`config.mk`:
```
export PLATFORM = sky130hd
export DESIGN_NAME = multicycle_control
export DESIGN_NICKNAME = d
export VERILOG_FILES = /design/src/rtl/multicycle_control.sv
export SDC_FILE = /design/constraint.sdc
export NUM_CORES = 1
export LEC_CHECK = 0
export BUFFER_PORTS_ARGS = -buffer_cell sky130_fd_sc_hd__buf_2
export CORE_MARGIN = 8
export CORE_UTILIZATION = 50
export DETAILED_ROUTE_END_ITERATION = 7
export PLACE_DENSITY_LB_ADDON = 0.08
export SLEW_MARGIN = 20
export SYNTH_ARGS = -nofsm -noshare
export SYNTH_HDL_FRONTEND = slang
export SYNTH_SLANG_ARGS = --single-unit
```
`constraint.sdc`:
```
create_clock -name clk -period 2.6 [get_ports clk]
set_clock_uncertainty 0.15 [all_clocks]
set_input_delay 0.39 -clock clk [delete_from_list [all_inputs] [get_ports clk]]
set_output_delay 0.39 -clock clk [all_outputs]
set_load 0.05 [all_outputs]
```
`src/rtl/multicycle_control.sv`:
```
// Multicycle MIPS-style control unit: Moore FSM stepping fetch/decode/execute/memory/writeback.
// Controls decode from the current state; only FETCH write enables and the BRANCH PCWrite look at inputs.
module multicycle_control (
  input  logic        clk,
  input  logic        reset,
  input  logic [5:0]  Opcode,
  input  logic        Zero,
  input  logic        MemReady,
  output logic        PCWrite,
  output logic        IorD,
  output logic        MemRead,
  output logic        MemWrite,
  output logic        IRWrite,
  output logic        MemtoReg,
  output logic        RegDst,
  output logic        RegWrite,
  output logic        ALUSrcA,
  output logic [1:0]  ALUSrcB,
  output logic [1:0]  PCSource,
  output logic [2:0]  ALUOp,
  output logic [3:0]  State,
  output logic        IllegalOp,
  output logic [15:0] InstrCount
);

  localparam logic [5:0] OP_R    = 6'h00;
  localparam logic [5:0] OP_J    = 6'h02;
  localparam logic [5:0] OP_BEQ  = 6'h04;
  localparam logic [5:0] OP_BNE  = 6'h05;
  localparam logic [5:0] OP_ADDI = 6'h08;
  localparam logic [5:0] OP_ORI  = 6'h0D;
  localparam logic [5:0] OP_LW   = 6'h23;
  localparam logic [5:0] OP_SW   = 6'h2B;

  typedef enum logic [3:0] {
    FETCH  = 4'd0,
    DECODE = 4'd1,
    MEMADR = 4'd2,
    MEMRD  = 4'd3,
    MEMWB  = 4'd4,
    MEMWR  = 4'd5,
    EXEC   = 4'd6,
    RWB    = 4'd7,
    IEXEC  = 4'd8,
    IWB    = 4'd9,
    BRANCH = 4'd10,
    JUMP   = 4'd11
  } state_t;

  state_t state;
  logic   retire;

  assign State = state;

  // A store retires only when its write actually lands; a reset mid-wait never counts.
  always_comb begin
    case (state)
      MEMWB, RWB, IWB, BRANCH, JUMP: retire = 1'b1;
      MEMWR:                         retire = MemReady;
      default:                       retire = 1'b0;
    endcase
  end

  always_ff @(posedge clk) begin
    if (reset) begin
      state      <= FETCH;
      IllegalOp  <= 1'b0;
      InstrCount <= 16'h0000;
    end else begin
      if (retire)
        InstrCount <= InstrCount + 16'd1;
      case (state)
        FETCH:  if (MemReady) state <= DECODE;
        DECODE: begin
          case (Opcode)
            OP_LW, OP_SW:    state <= MEMADR;
            OP_R:            state <= EXEC;
            OP_ADDI, OP_ORI: state <= IEXEC;
            OP_BEQ, OP_BNE:  state <= BRANCH;
            OP_J:            state <= JUMP;
            default: begin
              state     <= FETCH;
              IllegalOp <= 1'b1;
            end
          endcase
        end
        MEMADR: state <= (Opcode == OP_SW) ? MEMWR : MEMRD;
        MEMRD:  if (MemReady) state <= MEMWB;
        MEMWR:  if (MemReady) state <= FETCH;
        EXEC:   state <= RWB;
        IEXEC:  state <= IWB;
        default: state <= FETCH;
      endcase
    end
  end

  always_comb begin
    PCWrite  = 1'b0;
    IorD     = 1'b0;
    MemRead  = 1'b0;
    MemWrite = 1'b0;
    IRWrite  = 1'b0;
    MemtoReg = 1'b0;
    RegDst   = 1'b0;
    RegWrite = 1'b0;
    ALUSrcA  = 1'b0;
    ALUSrcB  = 2'b00;
    PCSource = 2'b00;
    ALUOp    = 3'b000;
    case (state)
      FETCH: begin
        MemRead = 1'b1;
        ALUSrcB = 2'b01;
        ALUOp   = 3'b100;
        IRWrite = MemReady;
        PCWrite = MemReady;
      end
      DECODE: begin
        ALUSrcB = 2'b11;
        ALUOp   = 3'b100;
      end
      MEMADR: begin
        ALUSrcA = 1'b1;
        ALUSrcB = 2'b10;
        ALUOp   = 3'b100;
      end
      MEMRD: begin
        MemRead = 1'b1;
        IorD    = 1'b1;
      end
      MEMWB: begin
        RegWrite = 1'b1;
        MemtoReg = 1'b1;
      end
      MEMWR: begin
        MemWrite = 1'b1;
        IorD     = 1'b1;
      end
      EXEC: begin
        ALUSrcA = 1'b1;
        ALUOp   = 3'b111;
      end
      RWB: begin
        RegWrite = 1'b1;
        RegDst   = 1'b1;
      end
      IEXEC: begin
        ALUSrcA = 1'b1;
        ALUSrcB = 2'b10;
        ALUOp   = (Opcode == OP_ORI) ? 3'b101 : 3'b100;
      end
      IWB: RegWrite = 1'b1;
      BRANCH: begin
        ALUSrcA  = 1'b1;
        ALUOp    = 3'b001;
        PCSource = 2'b01;
        PCWrite  = ((Opcode == OP_BEQ) && Zero) || ((Opcode == OP_BNE) && !Zero);
      end
      JUMP: begin
        PCSource = 2'b10;
        PCWrite  = 1'b1;
      end
      default: ;
    endcase
    // Reset gates every write/access strobe immediately, before the state register catches up.
    if (reset) begin
      PCWrite  = 1'b0;
      IRWrite  = 1'b0;
      MemRead  = 1'b0;
      MemWrite = 1'b0;
      RegWrite = 1'b0;
    end
  end

endmodule

```
==> metrics.md, run 1 <==
| Metric | Value |
|---|---|
| Peak VDD IR | `363 uV` |
| Crit. Startpoint | `State[2]` |
| Seq/Total Area, Yosys | `0.288` |
| DP Area | `0.00173 mm^2` |
| Most used DFF post-synth | `dfxtp_1` |
| GRT Resource Usage Total | `0.154` |
| Post-layout util | `0.637` |
| Worst min path class | `in2reg` |
| Kind of critical path | `reg2out` |
| Max-cap violations | `0` |
| Layout cells sized above 1 | `0.318` |
| First-pass GRT wire length | `6800 um` |
| CTS root buffer | `clkbuf_4` |
| Core Area | `0.00276 mm^2` |
| Initial antenna violation count | `0` |
| Clock slew at reported path FFs | `110 ps` |
| Synth top cells by count | `dfxtp_1 (21), nor2_1 (20), a21oi_1 (19)` |
| Final WL | `4010 um` |
| Synth area leader | `dfxtp_1` |
| Status | `completed` |
| Resize count post-CTS | `0` |
| Met1 wire length | `1720 um` |
| Layout Nets | `235` |
| Number of diodes | `0` |
| Die width | `70.0 um` |
| Cell with the most instances after synthesis | `dfxtp_1` |
| Slew headroom | `0.625` |
| RSZ-0062 raised after global routing | `no` |
| H-tree depth | `1` |
| WP data arrival | `1870 ps` |
| Synth Cell Area | `0.00146 mm^2` |
| Yosys reg bits | `21` |
| CP Capture Type | `output port` |
| CP Data Required Time | `2060 ps` |
| Highest clock rate | `0.415 GHz` |
| WL met3 | `249 um` |
| Syn avg cell area | `7.93 um^2` |
| Share of the synthesized area in the top cell type | `0.288` |
| Worst Setup EP | `PCWrite` |
| Vias per std cell | `6.17` |
| Number of synthesized flops with an enable pin | `0` |
| Clk sink count | `21` |
| WL met2 | `2000 um` |
| Synth area leaders | `dfxtp_1 (29%), a21oi_1 (6.5%), o31ai_1 (6.2%)` |
| Final instance area | `0.00176 mm^2` |
| Gpl congestion | `0.885` |
| Critical R2R Launch | `State[2]` |
| Clock buffer depth | `2` |
| DRC Markers | `0` |
| Average wire per standard cell | `15.8 um` |
| Setup violators final | `0` |
| YS warnings | `0` |
| DRT iter0 DRCs | `170` |
| Footprint of the multi-input gates | `0.00100 mm^2` |
| Routed Antenna Nets | `0` |
| FF-to-FF setup slack | `290 ps` |
| Final Hold Vio Count | `0` |
| Die footprint | `0.00490 mm^2` |
| Post-Synthesis Cells | `184` |
| Post-detail-place hpwl | `2990 um` |
| CTS tree | `built` |
| Die height | `70.0 um` |
| Largest net degree at the start of global routing | `30` |
| Grt total ovfl | `0` |
| Worst Path Max Fanout | `14` |
| Fillers | `258` |
| Cts hold-fix bufs | `0` |
| Pwr dens | `348 mW/mm^2` |
| Worst-skew pair later-pin latency | `300 ps` |
| DR pass1 iterations | `4` |
| Vias in the first global route | `1498` |
| Via count | `1567` |
| Reg2reg end | `InstrCount[12]` |
| Number of buffers created by CTS | `3` |
| Total Power | `0.610 mW` |
| Final Slew Violations | `0` |
| Synth unique cells | `48` |
| Post-synth ARST share | `0` |
| Post-synth net total | `195` |
| Synthesis-to-finish area growth | `20.3%` |
| Pleak | `0.722 nW` |
| Register area | `422 um^2` |
| Slew @ Worst Pin | `563 ps` |
| Highest routed metal layer | `met4` |
| Io pins | `47` |
| Starting Density | `0.529` |
| I/O Buffers | `46` |
| Worst-case reg-to-reg path depth | `5` |
| Period utilization | `0.927` |
| Post-layout min period | `2410 ps` |
| Setup repair bufs after CTS | `0` |
| Number of cell rows | `19` |
| Crit path launch type | `flop` |
cell type report:
| cell class | instances | share of cell area |
|---|---|---|
| inverters | 4 | 0.00855 |
| clock buffers | 4 | 0.0150 |
| well taps | 31 | 0.0221 |
| repair buffers | 49 | 0.144 |
| flip-flops and latches | 21 | 0.240 |
| multi-input cells | 145 | 0.570 |
critical path, stage by stage (launching register included):
cell      delay, ps
dfxtp_1         630
nand2b_1        310
nor2_4           60
a41o_1          180
a21o_1          180
buf_2           200
sequential cells by signal, indices dropped and copies added, names as in the netlist:
register / count
InstrCount: 16
IllegalOp: 1
State: 4
metal layers:
layer,track usage,vias up
li1,-,780
met1,0.178,729
met2,0.274,54
met3,0.0325,4
met4,0.0513,0
met5,0,-
through the flow:
step                      instances  worst slack, ps  hold WS (ps)  setup TNS (ps)
after floorplan                 184            -89.5           410           -89.5
after global placement          250              439           289               0
after detailed placement        250              324           301               0
after CTS                       254             84.3           268               0
after global routing            254             62.0           292               0
final                           254              190           277               0
cell usage in the layout (no fill, tap or decap), types with 2 or more instances in the layout:
cell type  instances
xor2_1             4
nand2b_1           7
a21oi_1           19
inv_1              4
nor2_1            18
nand4_1            4
o21ai_0            2
clkbuf_4           3
dfxtp_1           20
o31ai_1           12
nor3_2             3
a211oi_2           2
or2_2              2
nor2b_1            5
nand3_1            4
a41o_1             2
nor4_2             2
nor3_1             3
o21ai_1            4
mux2_4             2
nand2_1           10
buf_2             46
or3_1              3
or4_1             10
buf_4              3
and4_1             2
worst min-delay path by stage:
| stage | startpoint | end | slack (ps) | depth (start not counted) |
|---|---|---|---|---|
| floorplan | MemReady | State[2] | 410 | 2 |
| global placement | IllegalOp | IllegalOp | 290 | 2 |
| detailed placement | IllegalOp | IllegalOp | 300 | 2 |
| CTS | MemReady | State[2] | 270 | 3 |
| global route | MemReady | State[2] | 290 | 3 |
| finish | MemReady | State[2] | 280 | 3 |
logic make-up (layout without fill, tap and decap cells):
kind of cell / after synthesis / after routing / synth area share
adder cells (fa/ha/maj): 1 / 1 / 0.00857
AO/OA/AOI/OAI: 54 / 54 / 0.259
buffers and inverters: 18 / 57 / 0.0617
XOR/XNOR: 5 / 5 / 0.0300
flip-flops: 21 / 21 / 0.288
multiplexers: 3 / 3 / 0.0274
AND/OR/NAND/NOR: 82 / 82 / 0.325
report_power, final:
part / switching (mW) / leakage (nW) / internal [mW]
Sequential: 0.00380 / 0.170 / 0.325
Combinational: 0.0883 / 0.537 / 0.0366
Clock: 0.0968 / 0.0150 / 0.0598
Power figures use the tool's default switching activity.
==> run 2, diff against run 1 <==
--- a/config.mk
+++ b/config.mk
@@ -5,7 +5,7 @@
 export SDC_FILE = /design/constraint.sdc
 export NUM_CORES = 1
 export LEC_CHECK = 0
-export BUFFER_PORTS_ARGS = -buffer_cell sky130_fd_sc_hd__buf_2
+export BUFFER_PORTS_ARGS = -buffer_cell sky130_fd_sc_hd__clkbuf_2
 export CORE_MARGIN = 8
 export CORE_UTILIZATION = 50
 export DETAILED_ROUTE_END_ITERATION = 7
==> metrics.md, run 2 (synthesis gave the netlist of run 1 again) <==
| Metric | Value |
|---|---|
| Peak VDD IR | `266 uV` |
| WHS | `301 ps` |
| Clk sink count | `21` |
| Worst path top cell family by delay | `flip-flops` |
| GRT Resource Usage Total | `0.154` |
| Placed cell count | `252` |
| Largest net degree at the start of global routing | `22` |
| Setup repair bufs after CTS | `0` |
| Pleak | `0.706 nW` |
| Number of cell rows | `19` |
| Final Hold Vio Count | `0` |
| Clock slew at reported path FFs | `110 ps` |
| Post-detail-place hpwl | `2990 um` |
| Clock buffer depth | `2` |
| WP data arrival | `1950 ps` |
| Slew headroom | `0.626` |
| Resize count post-CTS | `0` |
| Initial antenna violation count | `0` |
| Die width | `70.0 um` |
| Largest register FFs | `16` |
| CTS tree | `built` |
| Crit path launch type | `flop` |
| Worst min path class | `in2reg` |
| Vias in the first global route | `1504` |
| Io pins | `47` |
| Final Slew Violations | `0` |
| Fillers | `251` |
| DRC Markers | `0` |
| Met3 GRT Util | `0.0424` |
| Critical path's largest stage delay | `660 ps` |
| RSZ-0062 raised after global routing | `no` |
| Worst-skew pair later-pin latency | `290 ps` |
| Setup violators final | `0` |
| Worst Path Max Fanout | `14` |
| Biggest register | `InstrCount` |
| CP Cell Sequence | `nand2b_1 -> nor2_4 -> a41o_1 -> a21o_1 -> clkbuf_2` |
| Synthesis-to-finish area growth | `21.3%` |
| DR pass1 iterations | `4` |
| Die height | `70.0 um` |
| I/O Buffers | `46` |
| Starting Density | `0.529` |
| Layout cells sized above 1 | `0.320` |
| Average wire per standard cell | `15.4 um` |
| CP Capture Type | `output port` |
| Period utilization | `0.957` |
| Finished Layout Cells | `256` |
| Via count | `1568` |
| Grt total ovfl | `0` |
| CP Data Required Time | `2060 ps` |
| M1 GR Usage | `0.177` |
| Kind of critical path | `reg2out` |
| GR peak layer | `met2` |
| Slew @ Worst Pin | `560 ps` |
| Post-layout min period | `2490 ps` |
| Number of buffers created by CTS | `3` |
| Routed Antenna Nets | `0` |
| Vias per std cell | `6.13` |
| Gpl congestion | `0.872` |
| Most frequent cells in the layout | `clkbuf_2 (46), dfxtp_1 (21), a21oi_1 (19), nor2_1 (18), o31ai_1 (12)` |
| H-tree depth | `1` |
| Most common cell after layout, fill and taps aside | `clkbuf_2` |
| Highest clock rate | `0.402 GHz` |
| First-pass GRT wire length | `6740 um` |
| Final WL | `3940 um` |
| Die footprint | `0.00490 mm^2` |
| Number of diodes | `0` |
| Worst Path Buf+Inv | `1` |
| Total Power | `0.607 mW` |
| Status | `completed` |
| Setup TNS | `0 ps` |
| Slowest CP cell | `dfxtp_1` |
| DRT iter0 DRCs | `170` |
| Cts hold-fix bufs | `0` |
| GR Layer Usage met2 | `0.259` |
| Core Area | `0.00276 mm^2` |
| Max-cap violations | `0` |
| Pwr dens | `343 mW/mm^2` |
| Layout Nets | `237` |
| CTS root buffer | `clkbuf_4` |
[run 2: cell count changes in the layout (fill, tap and decap cells not counted)]
cell      delta
buf_2       -46
buf_4        +2
clkbuf_2    +46
dfxtp_1      +1
dfxtp_2      -1
[run 2: final cells by class]
class                      count  area [um^2]  share of cell area
multi-input combinational    145         1000               0.566
sequential                    21          420               0.238
timing repair buffer          51          268               0.151
tap                           31         38.8              0.0219
clock buffer                   4         26.3              0.0149
inverter                       4         15.0             0.00849
[run 2: report_power, final]
group / leakage, nW / internal (mW) / switching [mW]
clock network: 0.0150 / 0.0597 / 0.0919
logic: 0.522 / 0.0374 / 0.0902
registers: 0.170 / 0.325 / 0.00299
[run 2: worst paths after layout]
| path | from | end | slack (ps) | cells past startpoint |
|---|---|---|---|---|
| worst min-delay path | MemReady | State[2] | 300 | 3 |
| worst max register to register | State[1] | InstrCount[1] | 440 | 5 |
| worst min register to register | IllegalOp | IllegalOp | 340 | 2 |
| worst max-delay path | State[2] | PCWrite | 110 | 5 |
[run 2: metrics by stage]
stage               cell area [um^2]  worst slack (ps)   util
floorplan                       1510             -89.5      -
global placement                1740               390  0.632
detailed placement              1740               374  0.632
CTS                             1770               126  0.642
global route                    1770              28.9  0.642
finish                          1770               112  0.642
[run 2: tightest hold or removal path, cell delays in order]
cell      delay (ps)
clkbuf_2         140
nand2_1           90
a311oi_1          90
[run 2: routing by layer]
| layer | vias to the layer above | wire (um) |
|---|---|---|
| met4 | 0 | 28 |
| met3 | 2 | 319 |
| met2 | 59 | 1920 |
| li1 | 781 | - |
| met1 | 726 | 1670 |
| met5 | - | 0 |
==> run 3, diff against run 2 <==
--- a/config.mk
+++ b/config.mk
@@ -9,7 +9,7 @@
 export CORE_MARGIN = 8
 export CORE_UTILIZATION = 50
 export DETAILED_ROUTE_END_ITERATION = 7
-export PLACE_DENSITY_LB_ADDON = 0.08
+export PLACE_DENSITY = 0.88
 export SLEW_MARGIN = 20
 export SYNTH_ARGS = -nofsm -noshare
 export SYNTH_HDL_FRONTEND = slang
==> metrics.md, run 3 (synthesis gave the netlist of run 1 again) <==
| Metric | Value |
|---|---|
| Clock buffer depth | `2` |
| Via count | `1595` |
| Kind of critical path | `reg2out` |
| Largest register FFs | `16` |
| Layout Nets | `239` |
| Slew @ Worst Pin | `559 ps` |
| Starting Density | `0.529` |
| Resize count post-CTS | `0` |
| Worst-skew pair later-pin latency | `310 ps` |
| Pwr dens | `347 mW/mm^2` |
| Share of power burned in registers | `0.531` |
| First-pass GRT wire length | `6990 um` |
| CTS tree | `built` |
| CP Cell Sequence | `buf_4 -> or2_2 -> o32a_1 -> nor2_2 -> clkbuf_2` |
| Highest clock rate | `0.403 GHz` |
| CTS root buffer | `clkbuf_4` |
| Most common cell after layout, fill and taps aside | `clkbuf_2` |
| I/O Buffers | `46` |
| Fillers | `246` |
| Critical path's largest stage delay | `430 ps` |
| Post-layout min period | `2480 ps` |
| Clock slew at reported path FFs | `110 ps` |
| Period utilization | `0.955` |
| Footprint of the multi-input gates | `0.00100 mm^2` |
| H-tree depth | `1` |
| Clk sink count | `21` |
| Worst Path Max Fanout | `9` |
| Number of diodes | `0` |
| Setup repair bufs after CTS | `0` |
| DRT iter0 DRCs | `118` |
| Worst min path class | `in2reg` |
| Register area | `420 um^2` |
| Finished Layout Cells | `258` |
| Slowest CP cell | `dfxtp_1` |
| Die height | `70.0 um` |
| Final Slew Violations | `0` |
| Crit path launch type | `flop` |
| Gpl congestion | `0.909` |
| Slew headroom | `0.628` |
| Worst path top cell family by delay | `buffers and inverters` |
| Vias per std cell | `6.18` |
| Average wire per standard cell | `16.4 um` |
| Layout cells sized above 1 | `0.326` |
| RSZ-0062 raised after global routing | `no` |
| Pint | `0.422 mW` |
| Initial antenna violation count | `0` |
| Number of cell rows | `19` |
| Switch share | `0.317` |
| Clk pwr share | `0.260` |
| Peak VDD IR | `296 uV` |
| Vias in the first global route | `1484` |
| CP Data Required Time | `2060 ps` |
| Combinational power share | `0.209` |
| Cts hold-fix bufs | `0` |
| Setup violators final | `0` |
| Core Area | `0.00276 mm^2` |
| Worst Path Buf+Inv | `2` |
| DP Area | `0.00176 mm^2` |
| Pleak | `0.717 nW` |
| Biggest register | `InstrCount` |
| Synthesis-to-finish area growth | `22.3%` |
| Grt total ovfl | `0` |
| WP data arrival | `1940 ps` |
| CP Capture Type | `output port` |
| Max-cap violations | `0` |
| Status | `completed` |
| Die footprint | `0.00490 mm^2` |
| Die width | `70.0 um` |
| Routed Antenna Nets | `0` |
| Final Hold Vio Count | `0` |
| P_sw | `0.196 mW` |
| DR pass1 iterations | `4` |
| Io pins | `47` |
| Number of buffers created by CTS | `3` |
| Placed cell count | `254` |
| Largest net degree at the start of global routing | `23` |
| Final instance area | `0.00178 mm^2` |
| Post-detail-place hpwl | `3220 um` |
| GRT Resource Usage Total | `0.165` |
| Most frequent cells in the layout | `clkbuf_2 (46), dfxtp_1 (21), a21oi_1 (19), nor2_1 (18), o31ai_1 (12)` |
| Final WL | `4220 um` |
| DRC Markers | `0` |
## run 3: changes by cell type in the layout (fill, tap and decap cells not counted), sizes merged
cell	delta
buf	+2
## run 3: power by group through the flow
stage | logic [mW] | clock network (mW) | registers [mW]
global placement | 0.126 | 0 | 0.335
detailed placement | 0.128 | 0 | 0.335
finish | 0.129 | 0.161 | 0.328
global route | 0.137 | 0.185 | 0.329
CTS | 0.129 | 0.165 | 0.328
floorplan | 0.0834 | 0 | 0.346
## run 3: routing by layer
layer / vias up / global-route usage / part of all wire
li1: 784 / - / -
met1: 746 / 0.187 / 0.43
met4: 0 / 0.0714 / 0.016
met3: 9 / 0.0410 / 0.054
met2: 56 / 0.282 / 0.50
met5: - / 0 / 0
## run 3: final timing paths
| kind | end | slack (ps) | cells past startpoint | start |
|---|---|---|---|---|
| worst max register to register | InstrCount[8] | 410 | 5 | State[3] |
| worst max-delay path | RegWrite | 120 | 5 | State[1] |
| worst min register to register | IllegalOp | 340 | 2 | IllegalOp |
| worst min-delay path | State[2] | 290 | 3 | MemReady |
## run 3: final cells by class
cell class,instances,area share
well taps,31,0.0217
repair buffers,53,0.158
inverters,4,0.00842
multi-input cells,145,0.561
clock buffers,4,0.0147
flip-flops and latches,21,0.236
## run 3: stage by stage
| stage | worst slack, ps | TNS [ps] | total power [mW] | utilization | hold slack [ps] |
|---|---|---|---|---|---|
| 6_report | 117 | 0 | 0.619 | 0.647 | 290 |
| 5_1_grt | 29.3 | 0 | 0.651 | 0.647 | 346 |
| 4_1_cts | 126 | 0 | 0.623 | 0.647 | 265 |
| 3_5_place_dp | 370 | 0 | 0.464 | 0.637 | 313 |
| 3_3_place_gp | 413 | 0 | 0.461 | 0.637 | 295 |
| 2_1_floorplan | -89.5 | -89.5 | 0.429 | - | 410 |
## run 3: worst min-delay path: cells and delay by family
family	cells	cell delay [ps]
simple gates	1	80
compound gates	1	90
buf+inv	1	140
